$ cat src/rtl/register_file_sb_pkg.sv
// Shared definitions for the register_file_sb slice.
//   DEF_WIDTH / DEF_DEPTH : default data width and register count
//   addr_bits()           : select width for a given register count
//   cnt_bits()            : width needed to hold 0..depth inclusive
package register_file_sb_pkg;

    localparam int DEF_WIDTH = 8;
    localparam int DEF_DEPTH = 16;

    function automatic int addr_bits(input int depth);
        return (depth > 1) ? $clog2(depth) : 1;
    endfunction

    function automatic int cnt_bits(input int depth);
        return $clog2(depth + 1);
    endfunction

endpackage

$ cat src/rtl/register_file_sb_scoreboard.sv
// regfile_scoreboard: per-register pending bits, pending counter and
// operand-ready lookup for the register file.
// Ports:
//   clk_i, rst_ni       clock, asynchronous active-low reset
//   clear_i             synchronous clear of all pending bits and the counter
//   write_en_i/sel_i    qualified write (address already range-checked)
//   reserve_en_i/sel_i  qualified reserve (address already range-checked)
//   a_sel_i, a_ok_i     read select A and whether it names a real register
//   b_sel_i, b_ok_i     read select B and whether it names a real register
//   a_ready_o/b_ready_o operand not pending (combinational, with bypass)
//   pending_cnt_o       number of pending registers
module regfile_scoreboard
    import register_file_sb_pkg::*;
#(
    parameter int DEPTH  = DEF_DEPTH,
    parameter int ADDR_W = addr_bits(DEF_DEPTH),
    parameter int CNT_W  = cnt_bits(DEF_DEPTH)
) (
    input  logic              clk_i,
    input  logic              rst_ni,
    input  logic              clear_i,
    input  logic              write_en_i,
    input  logic [ADDR_W-1:0] write_sel_i,
    input  logic              reserve_en_i,
    input  logic [ADDR_W-1:0] reserve_sel_i,
    input  logic [ADDR_W-1:0] a_sel_i,
    input  logic              a_ok_i,
    input  logic [ADDR_W-1:0] b_sel_i,
    input  logic              b_ok_i,
    output logic              a_ready_o,
    output logic              b_ready_o,
    output logic [CNT_W-1:0]  pending_cnt_o
);

    logic [DEPTH-1:0] pend_q, pend_d;
    logic [CNT_W-1:0] cnt_q, cnt_d;
    logic             set_new, clr_old;

    always_comb begin
        pend_d  = pend_q;
        set_new = 1'b0;
        clr_old = 1'b0;
        if (write_en_i) begin
            pend_d[write_sel_i] = 1'b0;
            clr_old             = pend_q[write_sel_i];
        end
        // Reserve applied after write: a new producer keeps the register pending.
        if (reserve_en_i) begin
            pend_d[reserve_sel_i] = 1'b1;
            set_new               = !pend_q[reserve_sel_i];
            if (write_en_i && (write_sel_i == reserve_sel_i)) begin
                clr_old = 1'b0;
            end
        end
        // Counter tracks the popcount of pend_q exactly, so it cannot overflow or wrap.
        cnt_d = cnt_q + CNT_W'(set_new) - CNT_W'(clr_old);
        if (clear_i) begin
            pend_d = '0;
            cnt_d  = '0;
        end
    end

    always_ff @(posedge clk_i or negedge rst_ni) begin
        if (!rst_ni) begin
            pend_q <= '0;
            cnt_q  <= '0;
        end else begin
            pend_q <= pend_d;
            cnt_q  <= cnt_d;
        end
    end

    // A write to the selected register this cycle makes it ready, unless the
    // same register is being re-reserved in the same cycle.
    always_comb begin
        a_ready_o = 1'b1;
        b_ready_o = 1'b1;
        if (a_ok_i) begin
            a_ready_o = !pend_q[a_sel_i] ||
                        (write_en_i && (write_sel_i == a_sel_i) &&
                         !(reserve_en_i && (reserve_sel_i == a_sel_i)));
        end
        if (b_ok_i) begin
            b_ready_o = !pend_q[b_sel_i] ||
                        (write_en_i && (write_sel_i == b_sel_i) &&
                         !(reserve_en_i && (reserve_sel_i == b_sel_i)));
        end
    end

    assign pending_cnt_o = cnt_q;

endmodule

$ cat src/rtl/register_file_sb.sv
// register_file_sb: two-read/one-write register file with write-through
// bypass, optional registered read ports and a pending scoreboard.
// Ports:
//   clk, rst_n                     clock, asynchronous active-low reset
//   clear                          synchronous clear of data and pending bits
//   replaceEn/Sel/Data             write port
//   reserveEn/Sel                  mark a register pending
//   A_sel, B_sel                   read selects
//   A, B, A_ready, B_ready         read data and operand-ready flags
//   pending_cnt                    number of pending registers
module register_file_sb
    import register_file_sb_pkg::*;
#(
    parameter  int WIDTH    = DEF_WIDTH,
    parameter  int DEPTH    = DEF_DEPTH,
    parameter  int REG_OUT  = 0,
    parameter  int ZERO_REG = 0,
    localparam int ADDR_W   = addr_bits(DEPTH),
    localparam int CNT_W    = cnt_bits(DEPTH)
) (
    input  logic              clk,
    input  logic              rst_n,
    input  logic              clear,
    input  logic              replaceEn,
    input  logic [ADDR_W-1:0] replaceSel,
    input  logic [WIDTH-1:0]  replaceData,
    input  logic              reserveEn,
    input  logic [ADDR_W-1:0] reserveSel,
    input  logic [ADDR_W-1:0] A_sel,
    input  logic [ADDR_W-1:0] B_sel,
    output logic [WIDTH-1:0]  A,
    output logic [WIDTH-1:0]  B,
    output logic              A_ready,
    output logic              B_ready,
    output logic [CNT_W-1:0]  pending_cnt
);

    localparam logic [ADDR_W:0] DEPTH_LIM = (ADDR_W + 1)'(DEPTH);

    // A select names a real register: in range, and not the hard-wired zero register.
    function automatic logic addr_ok(input logic [ADDR_W-1:0] sel);
        return ({1'b0, sel} < DEPTH_LIM) && !((ZERO_REG != 0) && (sel == '0));
    endfunction

    logic [WIDTH-1:0] mem_q [DEPTH];
    logic             write_ok, reserve_ok, a_ok, b_ok;
    logic [WIDTH-1:0] a_d, b_d;
    logic             a_rdy_d, b_rdy_d;

    assign write_ok   = replaceEn && addr_ok(replaceSel);
    assign reserve_ok = reserveEn && addr_ok(reserveSel);
    assign a_ok       = addr_ok(A_sel);
    assign b_ok       = addr_ok(B_sel);

    always_ff @(posedge clk or negedge rst_n) begin
        if (!rst_n) begin
            for (int i = 0; i < DEPTH; i++) mem_q[i] <= '0;
        end else if (clear) begin
            for (int i = 0; i < DEPTH; i++) mem_q[i] <= '0;
        end else if (write_ok) begin
            mem_q[replaceSel] <= replaceData;
        end
    end

    // Write-through bypass: a read of the register being written sees the new data.
    always_comb begin
        a_d = '0;
        b_d = '0;
        if (a_ok) a_d = (write_ok && (replaceSel == A_sel)) ? replaceData : mem_q[A_sel];
        if (b_ok) b_d = (write_ok && (replaceSel == B_sel)) ? replaceData : mem_q[B_sel];
    end

    regfile_scoreboard #(
        .DEPTH  (DEPTH),
        .ADDR_W (ADDR_W),
        .CNT_W  (CNT_W)
    ) u_sb (
        .clk_i         (clk),
        .rst_ni        (rst_n),
        .clear_i       (clear),
        .write_en_i    (write_ok),
        .write_sel_i   (replaceSel),
        .reserve_en_i  (reserve_ok),
        .reserve_sel_i (reserveSel),
        .a_sel_i       (A_sel),
        .a_ok_i        (a_ok),
        .b_sel_i       (B_sel),
        .b_ok_i        (b_ok),
        .a_ready_o     (a_rdy_d),
        .b_ready_o     (b_rdy_d),
        .pending_cnt_o (pending_cnt)
    );

    generate
        if (REG_OUT != 0) begin : g_reg_out
            logic [WIDTH-1:0] a_q, b_q;
            logic             a_rdy_q, b_rdy_q;

            always_ff @(posedge clk or negedge rst_n) begin
                if (!rst_n) begin
                    a_q     <= '0;
                    b_q     <= '0;
                    a_rdy_q <= 1'b1;
                    b_rdy_q <= 1'b1;
                end else if (clear) begin
                    a_q     <= '0;
                    b_q     <= '0;
                    a_rdy_q <= 1'b1;
                    b_rdy_q <= 1'b1;
                end else begin
                    a_q     <= a_d;
                    b_q     <= b_d;
                    a_rdy_q <= a_rdy_d;
                    b_rdy_q <= b_rdy_d;
                end
            end

            assign A       = a_q;
            assign B       = b_q;
            assign A_ready = a_rdy_q;
            assign B_ready = b_rdy_q;
        end else begin : g_comb_out
            assign A       = a_d;
            assign B       = b_d;
            assign A_ready = a_rdy_d;
            assign B_ready = b_rdy_d;
        end
    endgenerate

endmodule

$ cat config.mk
export PLATFORM = sky130hd
export DESIGN_NAME = register_file_sb
export DESIGN_NICKNAME = d
export VERILOG_FILES = /design/src/rtl/register_file_sb_pkg.sv /design/src/rtl/register_file_sb_scoreboard.sv /design/src/rtl/register_file_sb.sv
export SDC_FILE = /design/constraint.sdc
export NUM_CORES = 1
export LEC_CHECK = 0
export ABC_CLOCK_PERIOD_IN_PS = 3500
export BUFFER_PORTS_ARGS = -buffer_cell sky130_fd_sc_hd__buf_2
export CAP_MARGIN = 20
export CORE_ASPECT_RATIO = 1.4
export CORE_MARGIN = 5
export CORE_UTILIZATION = 55
export CTS_BUF_LIST = sky130_fd_sc_hd__clkbuf_4
export DETAILED_ROUTE_END_ITERATION = 7
export GPL_TIMING_DRIVEN = 0
export HOLD_SLACK_MARGIN = 0.02
export PLACE_DENSITY = 0.73
export SKIP_LAST_GASP = 1
export SLEW_MARGIN = 0
export SYNTH_ARGS = -nofsm -noshare
export SYNTH_HDL_FRONTEND = slang
export SYNTH_SLANG_ARGS = --single-unit
$ cat constraint.sdc
create_clock -name clk -period 3.5 [get_ports clk]
set_clock_uncertainty 0.15 [all_clocks]
set_input_delay 0.525 -clock clk [delete_from_list [all_inputs] [get_ports clk]]
set_output_delay 0.525 -clock clk [all_outputs]
set_load 0.1 [all_outputs]
==> impl_metrics.json, run 1 <==
{
  "status": "finished, final reports clean",
  "ys_seq_area_share_pct": 39.7,
  "cts_setup_buffers": 0,
  "cts_inserted_buffers": 17,
  "start_util_pct": 56.1,
  "synth_ff_type": "dfrtp_1",
  "clock_path_buffers": 2,
  "synth_nets": 893,
  "cp-start-kind": "primary input",
  "power_leakage_nw": 4.62,
  "post-route-min-period_ps": 3400,
  "finalPower_mw": 3.81,
  "max_slew_margin_pct": 41.8,
  "rows": 56,
  "worstMarginPinSlew_ps": 873,
  "final-instance-count-excl-fill": 1136,
  "setup_viol": 0,
  "core_area_mm2": 0.0167,
  "die_area_mm2": 0.0198,
  "finalHoldViolCount": 0,
  "worstSetupPathType": "primary input to output pin",
  "cts_tree": "built",
  "syn_inst": 858,
  "ir_worst_vdd_uv": 219,
  "drv_cap": 0,
  "overflow": 0,
  "yosysWarnings": 0,
  "die_w_um": 120,
  "finalSetupTns_ps": 0,
  "via_per_inst": 6.91,
  "cts.sinks": 149,
  "dpl.cell_count": 1102,
  "cp-end-kind": "output pin",
  "synth_area_per_cell_um2": 10.9,
  "synthDistinctLibCells": 32,
  "die_h_um": 165,
  "htreeDepth": 4,
  "antenna_found_initial": 1,
  "worstPathMaxFanout": 10,
  "dr_total_vias": 7853,
  "root_buffer": "clkbuf_4",
  "clk_latency_ps": 580,
  "grt_pass1_vias": 7932,
  "fillers": 1372,
  "place.gp.congestion": 0.968,
  "numPortBuffers": 40,
  "min_period_over_period_pct": 97.2,
  "first_pass_iters": 7,
  "drc": 0,
  "layout_commonest_cell": "dfrtp_1",
  "area_delta_synth_final_pct": 8.88,
  "cp_data_required_time_ps": 2820,
  "clk_pin_slew_ps": 130,
  "globalRouteTotalUtil_pct": 31.2,
  "max_freq_mhz": 294,
  "ant_nets": 0,
  "hold_class": "primary input to flip-flop",
  "drt_first_iter_violations": 1161,
  "p_per_area_mw_per_mm2": 372,
  "final_cell_mix": "dfrtp_1 (148), mux2i_1 (96), a21oi_1 (91), nand2_1 (91), o21ai_0 (82)",
  "ys_ff_latch": 149,
  "slew_violations": 0,
  "crit_arrival_ps": 2730,
  "routed_wirelength_mm": 30.0,
  "drive_gt1_share_pct": 20.4,
  "dp_hpwl_mm": 21.0,
  "ios": 52,
  "syn_area_mm2": 0.00939,
  "synth_edf_count": 0,
  "grt_max_degree": 85,
  "wl_per_cell_um": 26.4,
  "async_flop_share_pct": 100,
  "final_nets": 954,
  "grt_pass1_wl_mm": 46.2
}
[kinds of logic after synthesis]
logic type,Yosys count,synth area share (%)
AOI/OAI and AO/OA,183,10.1
xor gates and xnor gates,22,2.05
adders and majority gates,6,0.879
buffers and inverters,97,4.81
DFF,149,39.7
muxes,196,32.9
and+or+nand+nor,205,9.55
[metrics by stage]
step	instance area (um2)	util, %	setup WS, ps	hold slack, ps
2_1_floorplan	9390	-	77.6	79.4
3_3_place_gp	9850	58.8	-464	368
3_5_place_dp	9880	59.0	-351	383
4_1_cts	10200	61.0	14.3	219
5_1_grt	10200	61.1	-0.429	249
6_report	10200	61.1	96.7	222
[cells in the mapped netlist, types with 6 or more instances]
cell type  number  area share [%]
a21oi_1        91             4.8
nor2b_1         7            0.47
xor2_1         17             1.6
mux2_2         16             1.9
a22oi_1         6            0.48
nand2_1        91             3.6
dfrtp_1       149              40
buf_2          19             1.0
mux2i_1        96              10
nor2_1         69             2.8
clkbuf_1       51             2.0
inv_1           8            0.32
o21ai_0        82             4.4
buf_1          10            0.40
mux4_2         68              16
buf_6           8            0.96
mux4_1         16             4.5
nand3_1        17            0.91
[critical path: stages]
cell      delay, ps
buf_2           230
clkbuf_1        570
mux4_2          410
mux2i_1         270
mux2i_1         130
mux2_2          290
buf_2           290
[power breakdown]
part           total, mW  switching, mW  internal [mW]
clock network       1.24          0.659          0.581
registers           1.79         0.0316           1.76
logic              0.778          0.558          0.220
[flip-flops by register name (all words and copies together) (netlist names)]
register,cells
mem_q,128
u_sb.pend_q,16
u_sb.pending_cnt_o,5
[final cells by class]
| class | instances | area [um2] | area share, % |
|---|---|---|---|
| Inverter | 8 | 30.0 | 0.294 |
| Buffer | 89 | 427 | 4.17 |
| Tap cell | 203 | 254 | 2.48 |
| Clock buffer | 19 | 143 | 1.39 |
| Multi-Input combinational cell | 612 | 5220 | 51.0 |
| Clock inverter | 13 | 180 | 1.76 |
| Antenna cell | 1 | 2.50 | 0.0245 |
| Timing Repair Buffer | 42 | 244 | 2.39 |
| Sequential cell | 149 | 3730 | 36.5 |
[repair_timing]
| item | CTS | global route |
|---|---|---|
| endpoints found under the hold margin | 65 | 0 |
| endpoints found under the setup margin | 2 | 8 |
| hold buffers | 1 | 0 |
| pin swaps | 0 | 1 |
| gates resized for setup | 1 | 7 |
[final timing paths]
kind	to	startpoint	slack [ps]	cells past startpoint
max in group asynchronous	mem_q[47]	rst_n	1990	3
worst min-delay path	mem_q[122]	replaceData[2]	220	3
worst min register to register	mem_q[122]	mem_q[122]	410	2
worst max-delay path	A[7]	A_sel[3]	100	7
worst max register to register	u_sb.pending_cnt_o[4]	u_sb.pend_q[4]	110	12
min in group asynchronous	mem_q[59]	rst_n	340	2
[metal layers]
layer	vias to the layer above	routed length (um)	track usage (%)
met2	574	14400	51.4
met3	148	2530	5.79
met5	-	0	0
met1	3866	11000	38.5
met4	0	2100	18.7
li1	3265	-	-
(Power assumes the default switching activity.)
==> run 2: changes to the inputs <==
CORE_UTILIZATION = 48   (was 55)
PLACE_DENSITY = 0.65   (was 0.73)
==> impl_metrics.json, run 2 (synthesis gave the netlist of run 1 again) <==
{
  "die_h_um": 176,
  "worstSetupPathType": "primary input to output pin",
  "ir_worst_vdd_uv": 152,
  "final_nets": 954,
  "reg2reg_slack_ps": 150,
  "rr_endpoint": "u_sb.pending_cnt_o[4]",
  "cts.sinks": 149,
  "drt_first_iter_violations": 769,
  "cp-start-kind": "primary input",
  "worstPathMaxFanout": 10,
  "drc": 0,
  "overflow": 0,
  "reg2reg_depth": 12,
  "grt_max_degree": 92,
  "worstReg2RegStart": "u_sb.pend_q[12]",
  "max_slew_margin_pct": 39.3,
  "largest_reg_flops": 128,
  "final_util_pct": 53.0,
  "via_per_inst": 6.41,
  "grt_pass1_vias": 7903,
  "cts_tree": "built",
  "power_leakage_nw": 4.56,
  "setup_ws_ps": 30.6,
  "place_ws_ps": -310,
  "dr_total_vias": 7561,
  "wl_per_cell_um": 26.3,
  "setup_viol": 0,
  "cp-end-kind": "output pin",
  "status": "finished, final reports clean",
  "seq_area_mm2": 0.00373,
  "fillers": 1769,
  "die_area_mm2": 0.0225,
  "htreeDepth": 4,
  "cp-startpoint": "B_sel[3]",
  "grt_pass1_wl_mm": 47.8,
  "clk_latency_ps": 600,
  "layout_commonest_cell": "dfrtp_1",
  "ant_nets": 0,
  "place.gp.congestion": 0.985,
  "worstMarginPinSlew_ps": 908,
  "drive_gt1_share_pct": 20.3,
  "core_area_mm2": 0.0192,
  "postLayoutCellArea_mm2": 0.0102,
  "ios": 52,
  "post-route-min-period_ps": 3470,
  "top_register": "mem_q",
  "finalHoldViolCount": 0,
  "final-instance-count-excl-fill": 1179,
  "dp_hpwl_mm": 21.8,
  "cts_inserted_buffers": 17,
  "root_buffer": "clkbuf_4",
  "routed_wirelength_mm": 31.0,
  "place_area_mm2": 0.00994,
  "die_w_um": 128,
  "clk_pin_slew_ps": 130,
  "rows": 60,
  "first_pass_iters": 5,
  "p_per_area_mw_per_mm2": 350,
  "area_delta_synth_final_pct": 8.43,
  "numPortBuffers": 40,
  "dpl.cell_count": 1147,
  "rsz0062_at_grt": "yes",
  "globalRouteTotalUtil_pct": 28.6,
  "max_freq_mhz": 288,
  "min_period_over_period_pct": 99.1,
  "multiInputGateArea_mm2": 0.00521,
  "cp_data_required_time_ps": 2820,
  "clock_path_buffers": 2,
  "slew_violations": 0,
  "finalPower_mw": 3.56,
  "drv_cap": 0,
  "hold_class": "primary input to flip-flop",
  "crit_arrival_ps": 2790,
  "final_cell_mix": "dfrtp_1 (146), mux2i_1 (96), a21oi_1 (91), nand2_1 (91), o21ai_0 (81)",
  "antenna_found_initial": 1,
  "endpoint": "B[3]",
  "start_util_pct": 48.9
}
run 2: cell count changes in the layout (fill, tap and decap cells not counted), sizes merged:
| cell | previous run | this run |
|---|---|---|
| bufinv | 4 | 1 |
| clkinv | 8 | 7 |
| inv | 9 | 8 |
| clkbuf | 72 | 69 |
| clkinvlp | 0 | 4 |
| buf | 77 | 79 |
run 2: repair_timing:
item / 4_1_cts / 5_1_grt
hold buffers: 1 / 0
resized for setup: 3 / 6
endpoints found under the hold margin: 58 / 0
pin swaps: 0 / 0
endpoints found under the setup margin: 8 / 4
buffers inserted: 0 / 0
run 2: critical path: stages:
cell	delay [ps]
buf_2	250
buf_1	650
mux4_2	420
mux2i_1	220
mux2i_1	150
mux2_2	280
buf_2	290
run 2: how the worst min path moves through the flow:
stage	start	to	slack, ps	depth (start not counted)
3_3_place_gp	mem_q[25]	mem_q[25]	370	2
2_1_floorplan	rst_n	mem_q[0]	80	0
4_1_cts	replaceData[0]	mem_q[120]	210	3
6_report	replaceData[0]	mem_q[120]	210	3
5_1_grt	replaceData[0]	mem_q[120]	230	3
3_5_place_dp	mem_q[62]	mem_q[62]	380	2
run 2: cell type report:
| cell class | instances | share of cell area [%] |
|---|---|---|
| well taps | 248 | 3.05 |
| inverters | 8 | 0.295 |
| plain buffers | 89 | 4.19 |
| clock buffers | 18 | 1.33 |
| repair buffers | 42 | 2.40 |
| diodes | 1 | 0.0246 |
| flip-flops and latches | 149 | 36.6 |
| multi-input cells | 612 | 51.2 |
| clock inverters | 12 | 0.897 |
run 2: where the power goes:
part,total [mW],switching [mW],internal [mW]
logic,0.779,0.560,0.219
clock network,0.992,0.654,0.338
registers,1.79,0.0316,1.76
total,3.56,1.25,2.32
run 2: stage by stage:
| step | setup TNS (ps) | hold slack (ps) |
|---|---|---|
| final | 0 | 214 |
| after CTS | 0 | 213 |
| after global placement | -81220 | 367 |
| after floorplan | 0 | 79.4 |
| after detailed placement | -703 | 383 |
| after global routing | -0.938 | 231 |
run 2: routing by layer:
metal | vias up | part of all wire [%] | track usage, %
li1 | 3248 | - | -
met1 | 3790 | 37 | 35.6
met2 | 423 | 50 | 47.0
met3 | 100 | 7.5 | 4.99
met4 | 0 | 5.8 | 15.8
met5 | - | 0 | 0
